==> src/rtl/bpsk_qpsk_stream_mod.sv <==
// Streaming BPSK/QPSK symbol mapper.
//
// Accepts one N-bit codeword over a valid/ready handshake and serialises it,
// LSB first, into signed W-bit antipodal symbols (bit 0 -> +1, bit 1 -> -1,
// pad -> 0). BPSK emits N symbols on I only; QPSK emits ceil(N/2) symbols
// carrying two bits each (I = even bit, Q = odd bit).
//
// Ports:
//   clk        rising-edge clock
//   rst        synchronous active-high reset
//   in_data    codeword, bit 0 transmitted first
//   in_valid   in_data / in_mode valid
//   in_ready   block can accept a codeword (combinational)
//   in_mode    0 = BPSK, 1 = QPSK, sampled on acceptance
//   sym_i      in-phase symbol (registered)
//   sym_q      quadrature symbol (registered)
//   out_valid  sym_i / sym_q / out_last valid (registered)
//   out_ready  downstream accepts the current symbol
//   out_last   final symbol of the codeword (registered)
module bpsk_qpsk_stream_mod #(
   parameter int N = 12,
   parameter int W = 2
) (
   input  logic         clk,
   input  logic         rst,
   input  logic [N-1:0] in_data,
   input  logic         in_valid,
   output logic         in_ready,
   input  logic         in_mode,
   output logic [W-1:0] sym_i,
   output logic [W-1:0] sym_q,
   output logic         out_valid,
   input  logic         out_ready,
   output logic         out_last
);

   localparam int CW = $clog2(N + 1);
   localparam int NQ = (N + 1) / 2;
   localparam logic [CW-1:0] LAST_B = CW'(N - 1);
   localparam logic [CW-1:0] LAST_Q = CW'(NQ - 1);
   localparam bit N_ODD = ((N % 2) == 1);

   typedef enum logic [0:0] {
      IDLE = 1'b0,
      SEND = 1'b1
   } state_t;

   // Antipodal mapping of one code bit to a W-bit two's-complement amplitude.
   function automatic logic [W-1:0] map_bit(input logic b);
      logic [W-1:0] v;
      if (b) begin
         v = {W{1'b1}};
      end else begin
         v = {{(W-1){1'b0}}, 1'b1};
      end
      return v;
   endfunction

   state_t        state_r;
   state_t        state_nx_s;
   logic [N-1:0]  data_r;      // bits not yet transmitted, next bit at [0]
   logic [N-1:0]  data_nx_s;
   logic          mode_r;
   logic          mode_nx_s;
   logic [CW-1:0] cnt_r;       // index of the symbol currently presented
   logic [CW-1:0] cnt_nx_s;
   logic [W-1:0]  sym_i_nx_s;
   logic [W-1:0]  sym_q_nx_s;
   logic          out_valid_nx_s;
   logic          out_last_nx_s;

   logic          fire_s;
   logic          accept_s;
   logic [N-1:0]  src_s;
   logic [N-1:0]  shift1_s;
   logic          src_mode_s;
   logic [CW-1:0] k_s;
   logic          last_k_s;
   logic          pad_s;

   // Handshake decode and computation of the next symbol to present.
   // The next symbol comes either from a freshly accepted codeword (index 0)
   // or from the remaining bits of the current one (index cnt+1).
   always_comb begin
      fire_s   = out_valid && out_ready;
      in_ready = !rst && ((state_r == IDLE) || (fire_s && out_last));
      accept_s = in_valid && in_ready;

      if (accept_s) begin
         src_s      = in_data;
         src_mode_s = in_mode;
         k_s        = {CW{1'b0}};
      end else begin
         src_s      = data_r;
         src_mode_s = mode_r;
         k_s        = cnt_r + CW'(1'b1);
      end

      shift1_s = src_s >> 1;
      if (src_mode_s) begin
         last_k_s = (k_s == LAST_Q);
      end else begin
         last_k_s = (k_s == LAST_B);
      end
      // Odd N in QPSK: the last symbol has no partner bit for Q.
      pad_s = src_mode_s && N_ODD && (k_s == LAST_Q);
   end

   // Next-state and next-output logic for the two-state serialiser.
   always_comb begin
      state_nx_s     = state_r;
      data_nx_s      = data_r;
      mode_nx_s      = mode_r;
      cnt_nx_s       = cnt_r;
      sym_i_nx_s     = sym_i;
      sym_q_nx_s     = sym_q;
      out_valid_nx_s = out_valid;
      out_last_nx_s  = out_last;

      case (state_r)
         IDLE, SEND: begin
            if (accept_s || (fire_s && !out_last)) begin
               // Load a new codeword or advance to the next symbol.
               state_nx_s     = SEND;
               mode_nx_s      = src_mode_s;
               cnt_nx_s       = k_s;
               sym_i_nx_s     = map_bit(src_s[0]);
               if (!src_mode_s || pad_s) begin
                  sym_q_nx_s = {W{1'b0}};
               end else begin
                  sym_q_nx_s = map_bit(shift1_s[0]);
               end
               if (src_mode_s) begin
                  data_nx_s = shift1_s >> 1;
               end else begin
                  data_nx_s = shift1_s;
               end
               out_valid_nx_s = 1'b1;
               out_last_nx_s  = last_k_s;
            end else if (fire_s && out_last) begin
               // Codeword finished with nothing waiting: drain to IDLE.
               state_nx_s     = IDLE;
               data_nx_s      = {N{1'b0}};
               cnt_nx_s       = {CW{1'b0}};
               sym_i_nx_s     = {W{1'b0}};
               sym_q_nx_s     = {W{1'b0}};
               out_valid_nx_s = 1'b0;
               out_last_nx_s  = 1'b0;
            end else begin
               // Stalled or idle: hold everything.
               state_nx_s = state_r;
            end
         end
         default: begin
            state_nx_s     = IDLE;
            data_nx_s      = {N{1'b0}};
            mode_nx_s      = 1'b0;
            cnt_nx_s       = {CW{1'b0}};
            sym_i_nx_s     = {W{1'b0}};
            sym_q_nx_s     = {W{1'b0}};
            out_valid_nx_s = 1'b0;
            out_last_nx_s  = 1'b0;
         end
      endcase
   end

   // State, shift register, counter and output registers.
   always_ff @(posedge clk) begin
      if (rst) begin
         state_r   <= IDLE;
         data_r    <= {N{1'b0}};
         mode_r    <= 1'b0;
         cnt_r     <= {CW{1'b0}};
         sym_i     <= {W{1'b0}};
         sym_q     <= {W{1'b0}};
         out_valid <= 1'b0;
         out_last  <= 1'b0;
      end else begin
         state_r   <= state_nx_s;
         data_r    <= data_nx_s;
         mode_r    <= mode_nx_s;
         cnt_r     <= cnt_nx_s;
         sym_i     <= sym_i_nx_s;
         sym_q     <= sym_q_nx_s;
         out_valid <= out_valid_nx_s;
         out_last  <= out_last_nx_s;
      end
   end

endmodule
==> config.mk <==
export PLATFORM = sky130hd
export DESIGN_NAME = bpsk_qpsk_stream_mod
export DESIGN_NICKNAME = d
export VERILOG_FILES = /design/src/rtl/bpsk_qpsk_stream_mod.sv
export SDC_FILE = /design/constraint.sdc
export NUM_CORES = 1
export LEC_CHECK = 0
export ABC_AREA = 1
export CORE_MARGIN = 4
export CORE_UTILIZATION = 45
export CTS_CLUSTER_DIAMETER = 60
export DETAILED_ROUTE_END_ITERATION = 7
export PLACE_DENSITY_LB_ADDON = 0.3
export SETUP_SLACK_MARGIN = 0.5
export SLEW_MARGIN = 0
export SYNTH_ARGS = -nofsm -noshare
export SYNTH_HDL_FRONTEND = slang
export SYNTH_SLANG_ARGS = --single-unit
==> constraint.sdc <==
create_clock -name clk -period 1.9 [get_ports clk]
set_clock_uncertainty 0.1 [all_clocks]
set_input_delay 0.19 -clock clk [delete_from_list [all_inputs] [get_ports clk]]
set_output_delay 0.19 -clock clk [all_outputs]
set_load 0.01 [all_outputs]
Word-level counts from Yosys, hierarchy flattened
Cells that the tools add are included.
{"block": "op_classes", "addsub": 1, "bitwise": 1, "n_reduce_logical": 10, "mux": 18, "n_eq_ne": 2}
{"op": "two-way mux 12 bit", "n": 3}
{"op": "two-way mux 2 bit", "n": 6}
{"op": "two-way mux 4 bit", "n": 3}
{"op": "two-way mux 11 bit", "n": 1}
{"op": "logical AND 1 bit", "n": 5}
{"op": "two-way mux 1 bit", "n": 5}
{"op": "adder 4 x 1 -> 4 bit (second input constant)", "n": 1}
{"op": "== test 4 x 3 -> 1 bit (second input constant)", "n": 1}
{"op": "== test 4 bit (second input constant)", "n": 1}
{"op": "zero test 1 bit", "n": 2}
{"op": "logical OR 1 bit", "n": 2}
{"op": "nonzero test 2 bit", "n": 1}
{"op": "NOT 1 bit", "n": 1}
{"block": "totals", "out_inout_bits": 7, "regBits": 23}

Depth between registers and ports, before layout
{"block": "depth", "ltp_word": 9, "ltp_mapped": 10}

Least setup slack after synthesis
OpenSTA, ideal clock, no wires.
{"block": "synth_path", "path_kind": "register -> register", "start": "reg out_last", "end": "reg data_r[5]", "n_path_buf": 2, "stages_incl_launch_ff": 10, "arrival_ps": 1243, "setup_slack_ps": 425, "setup_time_ps": 132, "cell_sequence": "dfxtp_1 nand2_1 nand2_1 buf_2 nand4_1 nand2_1 buf_2 nand2_1 nand3_1 a21oi_1"}
{"block": "synth_between", "elab_chain_cells": 7, "elab_cells_between_ends": 12}
{"item": "start, declared", "line_no": "34", "source": "output logic out_last"}
{"item": "start signal, assigned", "line_no": "186", "source": "out_last <= out_last_nx_s;"}
{"item": "logical AND 1 bit", "line_no": "86, 140"}
{"item": "logical OR 1 bit", "line_no": "86", "source": "in_ready = !rst && ((state_r == IDLE) || (fire_s && out_last));"}
{"item": "logical AND 1 bit", "line_no": "86"}
{"item": "logical AND 1 bit", "line_no": "87", "source": "accept_s = in_valid && in_ready;"}
{"item": "two-way mux 12 bit or two-way mux 1 bit (tied branches)", "line_no": "89", "source": "if (accept_s) begin"}
{"item": "two-way mux 11 bit", "line_no": "133", "source": "if (src_mode_s) begin"}
{"item": "two-way mux 12 bit", "line_no": "122", "source": "if (accept_s || (fire_s && !out_last)) begin"}
{"item": "end signal, assigned", "line_no": "171", "source": "data_r <= {N{1'b0}};"}
{"item": "end signal, assigned", "line_no": "180", "source": "data_r <= data_nx_s;"}
{"item": "end, declared", "line_no": "61", "source": "logic [N-1:0] data_r;"}
Several ways; a longest one is shown, not always the timed one.
A chain may end at the register's enable or synchronous reset.

Worst setup path after layout
{"block": "layout_path", "start": "reg out_last", "end": "reg data_r[2]"}
Same word-level chain as after synthesis.

==> flow_summary.html <==
<table>
<tr><th>Metric</th><th>Value</th></tr>
<tr><th colspan="2">Detailed routing</th></tr>
<tr><td>Drt via density</td><td>5.54</td></tr>
<tr><td>Wire length per cell after detailed routing</td><td>15.6 um</td></tr>
<tr><td>Total via count after detailed routing</td><td>1,512</td></tr>
<tr><td>First-pass detailed-route iteration total</td><td>4</td></tr>
<tr><td>Remaining DRCs</td><td>0</td></tr>
<tr><td>First DRT Iteration DRCs</td><td>55</td></tr>
<tr><td>Remaining antenna violation count</td><td>0</td></tr>
<tr><td>Aggregate routed wire length</td><td>4260 um</td></tr>
<tr><th colspan="2">Power</th></tr>
<tr><td>PwrDens</td><td>560 nW/um2</td></tr>
<tr><td>PnR Total Power</td><td>1.11 mW</td></tr>
<tr><td>Sequential share of power</td><td>43.4%</td></tr>
<tr><td>Internal Power</td><td>742 uW</td></tr>
<tr><td>Proportion of total power due to net switching</td><td>33.2%</td></tr>
<tr><td>Leakage dissipation</td><td>0.927 nW</td></tr>
<tr><td>Reported net switching power</td><td>369 uW</td></tr>
<tr><td>Logic gate share of total power</td><td>37.0%</td></tr>
<tr><td>Clk network pwr share</td><td>19.6%</td></tr>
<tr><td>Peak ir drop on the vdd network</td><td>0.490 mV</td></tr>
<tr><th colspan="2">GRT</th></tr>
<tr><td>Antenna violations before repair</td><td>0</td></tr>
<tr><td>Grt ovf</td><td>0</td></tr>
<tr><td>Vias in the first global route</td><td>1,303</td></tr>
<tr><td>Global-route wire length before repair</td><td>5700 um</td></tr>
<tr><td>Total track usage</td><td>21.1%</td></tr>
<tr><td>Largest net degree at the start of global routing</td><td>12</td></tr>
<tr><th colspan="2">STA</th></tr>
<tr><td>Unrepaired setup endpoints after global routing</td><td>yes</td></tr>
<tr><td>Setup violators final</td><td>0</td></tr>
<tr><td>Post-layout minimum cycle time</td><td>1.54 ns</td></tr>
<tr><td>Share of the clock period used by the worst path after layout</td><td>80.9%</td></tr>
<tr><td>Worst slew margin relative to its limit</td><td>84.0%</td></tr>
<tr><td>Total Neg Setup Slack</td><td>0 ns</td></tr>
<tr><td>Final-report max-slew violation count</td><td>0</td></tr>
<tr><td>Endpoints failing hold</td><td>0</td></tr>
<tr><td>Highest clock rate</td><td>651 MHz</td></tr>
<tr><td>Worst slack on hold paths</td><td>0.375 ns</td></tr>
<tr><td>Worst-Margin Slew</td><td>0.240 ns</td></tr>
<tr><th colspan="2">CTS</th></tr>
<tr><td>Total number of clock tree sinks</td><td>21</td></tr>
<tr><td>Clock tree root driver cell</td><td>clkbuf_4</td></tr>
<tr><td>Hold_buf cts</td><td>0</td></tr>
<tr><td>Htree depth</td><td>1</td></tr>
<tr><td>Clock latency on the worst-skew pair</td><td>0.31 ns</td></tr>
<tr><td>CTS clk-pin slew, worst paths</td><td>0.12 ns</td></tr>
<tr><td>TritonCTS clock tree</td><td>built</td></tr>
<tr><td>Number of buffers between clock root and the deepest sink</td><td>2</td></tr>
<tr><td>Number of CTS-inserted buffers</td><td>3</td></tr>
<tr><th colspan="2">Logic synthesis</th></tr>
<tr><td>Number of standard cells after synthesis</td><td>198</td></tr>
<tr><td>Top cell type's share of synthesized area</td><td>35.0%</td></tr>
<tr><td>Area of the mapped netlist</td><td>1200 um2</td></tr>
<tr><td>Post-synthesis sequential element count</td><td>21</td></tr>
<tr><td>Syn Nets</td><td>216</td></tr>
<tr><td>Number of library cell types mapped by synthesis</td><td>19</td></tr>
<tr><td>Proportion of synthesized chip area in sequential cells</td><td>35.0%</td></tr>
<tr><td>Largest area contributor in the netlist</td><td>dfxtp_1</td></tr>
<tr><td>Synth Area per Inst</td><td>6.07 um2</td></tr>
<tr><td>Count of warnings emitted by yosys</td><td>0</td></tr>
<tr><td>Cells taking the most area after synthesis</td><td>dfxtp_1 35%, nand2_1 24%, inv_1 8.4%, a21oi_1 7.1%, nand3_1 6.7%</td></tr>
<tr><th colspan="2">Finish</th></tr>
<tr><td>Final core area utilization</td><td>78.6%</td></tr>
<tr><td>Most used cells in the layout excluding fill and tap cells</td><td>43 x nand2_1, 26 x inv_1, 23 x nand2_2</td></tr>
<tr><td>Final-layout fill cell count</td><td>178</td></tr>
<tr><td>Fraction of final layout cells with drive strength greater than 1</td><td>38.7%</td></tr>
<tr><td>Seq. cell area</td><td>423 um2</td></tr>
<tr><td>Net count, final</td><td>262</td></tr>
<tr><td>Diode count</td><td>0</td></tr>
<tr><td>Area taken by multi-input logic gates</td><td>835 um2</td></tr>
<tr><td>Area growth syn-to-layout</td><td>64.8%</td></tr>
<tr><td>Most frequent standard cell in the layout excluding fill and tap cells</td><td>nand2_1</td></tr>
<tr><td>Post-layout instance area</td><td>1980 um2</td></tr>
<tr><th colspan="2">Worst setup path</th></tr>
<tr><td>Required time of the critical path</td><td>2.06 ns</td></tr>
<tr><td>R2R depth</td><td>10</td></tr>
<tr><td>Largest fanout on the critical path</td><td>8</td></tr>
<tr><td>Kind of end point of the critical path</td><td>flop</td></tr>
<tr><td>Data arrival, critical path</td><td>1.69 ns</td></tr>
<tr><td>Path type of the worst setup path</td><td>reg2reg</td></tr>
<tr><td>Critical Path Source Type</td><td>flop</td></tr>
<tr><th colspan="2">Place</th></tr>
<tr><td>Routability congestion estimate from global placement</td><td>0.887</td></tr>
<tr><td>Count of buffers from port buffering</td><td>23</td></tr>
<tr><td>Detailed placement HPWL</td><td>2310 um</td></tr>
<tr><td>Dpl cell area</td><td>1550 um2</td></tr>
<tr><th colspan="2">Worst hold path</th></tr>
<tr><td>Worst hold path depth</td><td>2</td></tr>
<tr><td>Class of the worst hold path</td><td>reg2reg</td></tr>
<tr><th colspan="2">Run</th></tr>
<tr><td>Number of violations of the max-capacitance limit</td><td>0</td></tr>
<tr><th colspan="2">Floorplanning</th></tr>
<tr><td>Initial cell density of the core</td><td>47.7%</td></tr>
<tr><td>Overall die height</td><td>59.7 um</td></tr>
<tr><td>Total Die Area</td><td>3560 um2</td></tr>
<tr><td>I/O Pins</td><td>24</td></tr>
<tr><td>Die boundary width</td><td>59.7 um</td></tr>
<tr><td>Core box area</td><td>2520 um2</td></tr>
<tr><td>Standard-cell rows</td><td>18</td></tr>
<tr><th colspan="2">Status</th></tr>
<tr><td>Run status</td><td>finished clean</td></tr>
</table>
repair_timing:
action,in CTS,in global routing
pin swaps,11,10
buffers inserted,6,2
endpoints found under the setup margin,24,21
resized for setup,47,47
endpoints found under the hold margin,0,0
cloned,1,2
cell type report:
| class | instances | area share [%] |
|---|---|---|
| multi-input combinational | 137 | 42.1 |
| timing repair buffer | 52 | 27.5 |
| sequential | 21 | 21.3 |
| inverter | 29 | 5.87 |
| tap | 30 | 1.89 |
| clock buffer | 4 | 1.33 |
metrics by stage:
| stage | setup slack [ns] | std cells |
|---|---|---|
| 2_1_floorplan | 0.513 | 198 |
| 3_3_place_gp | 0.0623 | 258 |
| 3_5_place_dp | -0.0136 | 258 |
| 4_1_cts | 0.418 | 269 |
| 5_1_grt | 0.260 | 273 |
| 6_report | 0.363 | 273 |
Yosys cell counts:
master,number
a21oi_1,17
a31oi_1,1
buf_2,5
buf_4,1
buf_6,2
clkbuf_1,3
clkinv_1,1
dfxtp_1,21
ha_1,1
inv_1,27
inv_2,1
nand2_1,76
nand3_1,16
nand3_2,1
nand4_1,10
nor2_1,10
o21a_1,1
o21ai_0,3
o21ai_1,1
critical path: stages (launching register included):
cell,delay (ns)
dfxtp_2,0.36
nand2_2,0.07
nand2_4,0.07
buf_12,0.10
nand3_4,0.14
buf_6,0.18
nand2_1,0.08
nand2_2,0.08
nand2_2,0.07
nand3_2,0.08
a21oi_2,0.14
registers in the layout, indices dropped and copies added, names as in the netlist:
signal and count:
cnt_r 4, data_r 11, mode_r 1, out_last 1
sym_i 2, sym_q 2
layer usage:
metal	part of all wire [%]	wire, um	up-vias	track usage (%)
met5	0	0	-	0
met4	4.0	170	0	6.33
met3	5.7	243	22	4.10
met2	52	2230	67	38.7
met1	38	1620	710	24.4
li1	-	-	713	-
cells by family after synthesis:
group           synth area share (%)
compound gates                  9.89
fa+ha+maj                       1.04
buf+inv                         14.6
flops                           35.0
simple gates                    39.5
worst paths after layout:
check	startpoint	endpoint	slack, ns
setup / recovery	out_last	data_r[2]	0.36
hold / removal	data_r[6]	data_r[6]	0.37
setup reg to reg	out_last	data_r[2]	0.36
hold reg to reg	data_r[6]	data_r[6]	0.37
power by group through the flow:
stage	Sequential, mW	Clock, mW	Combinational, mW
5_1_grt	0.485	0.245	0.439
3_5_place_dp	0.488	0	0.265
6_report	0.482	0.218	0.411
2_1_floorplan	0.487	0	0.152
3_3_place_gp	0.487	0	0.260
4_1_cts	0.479	0.227	0.326
(Power assumes the default switching activity.)
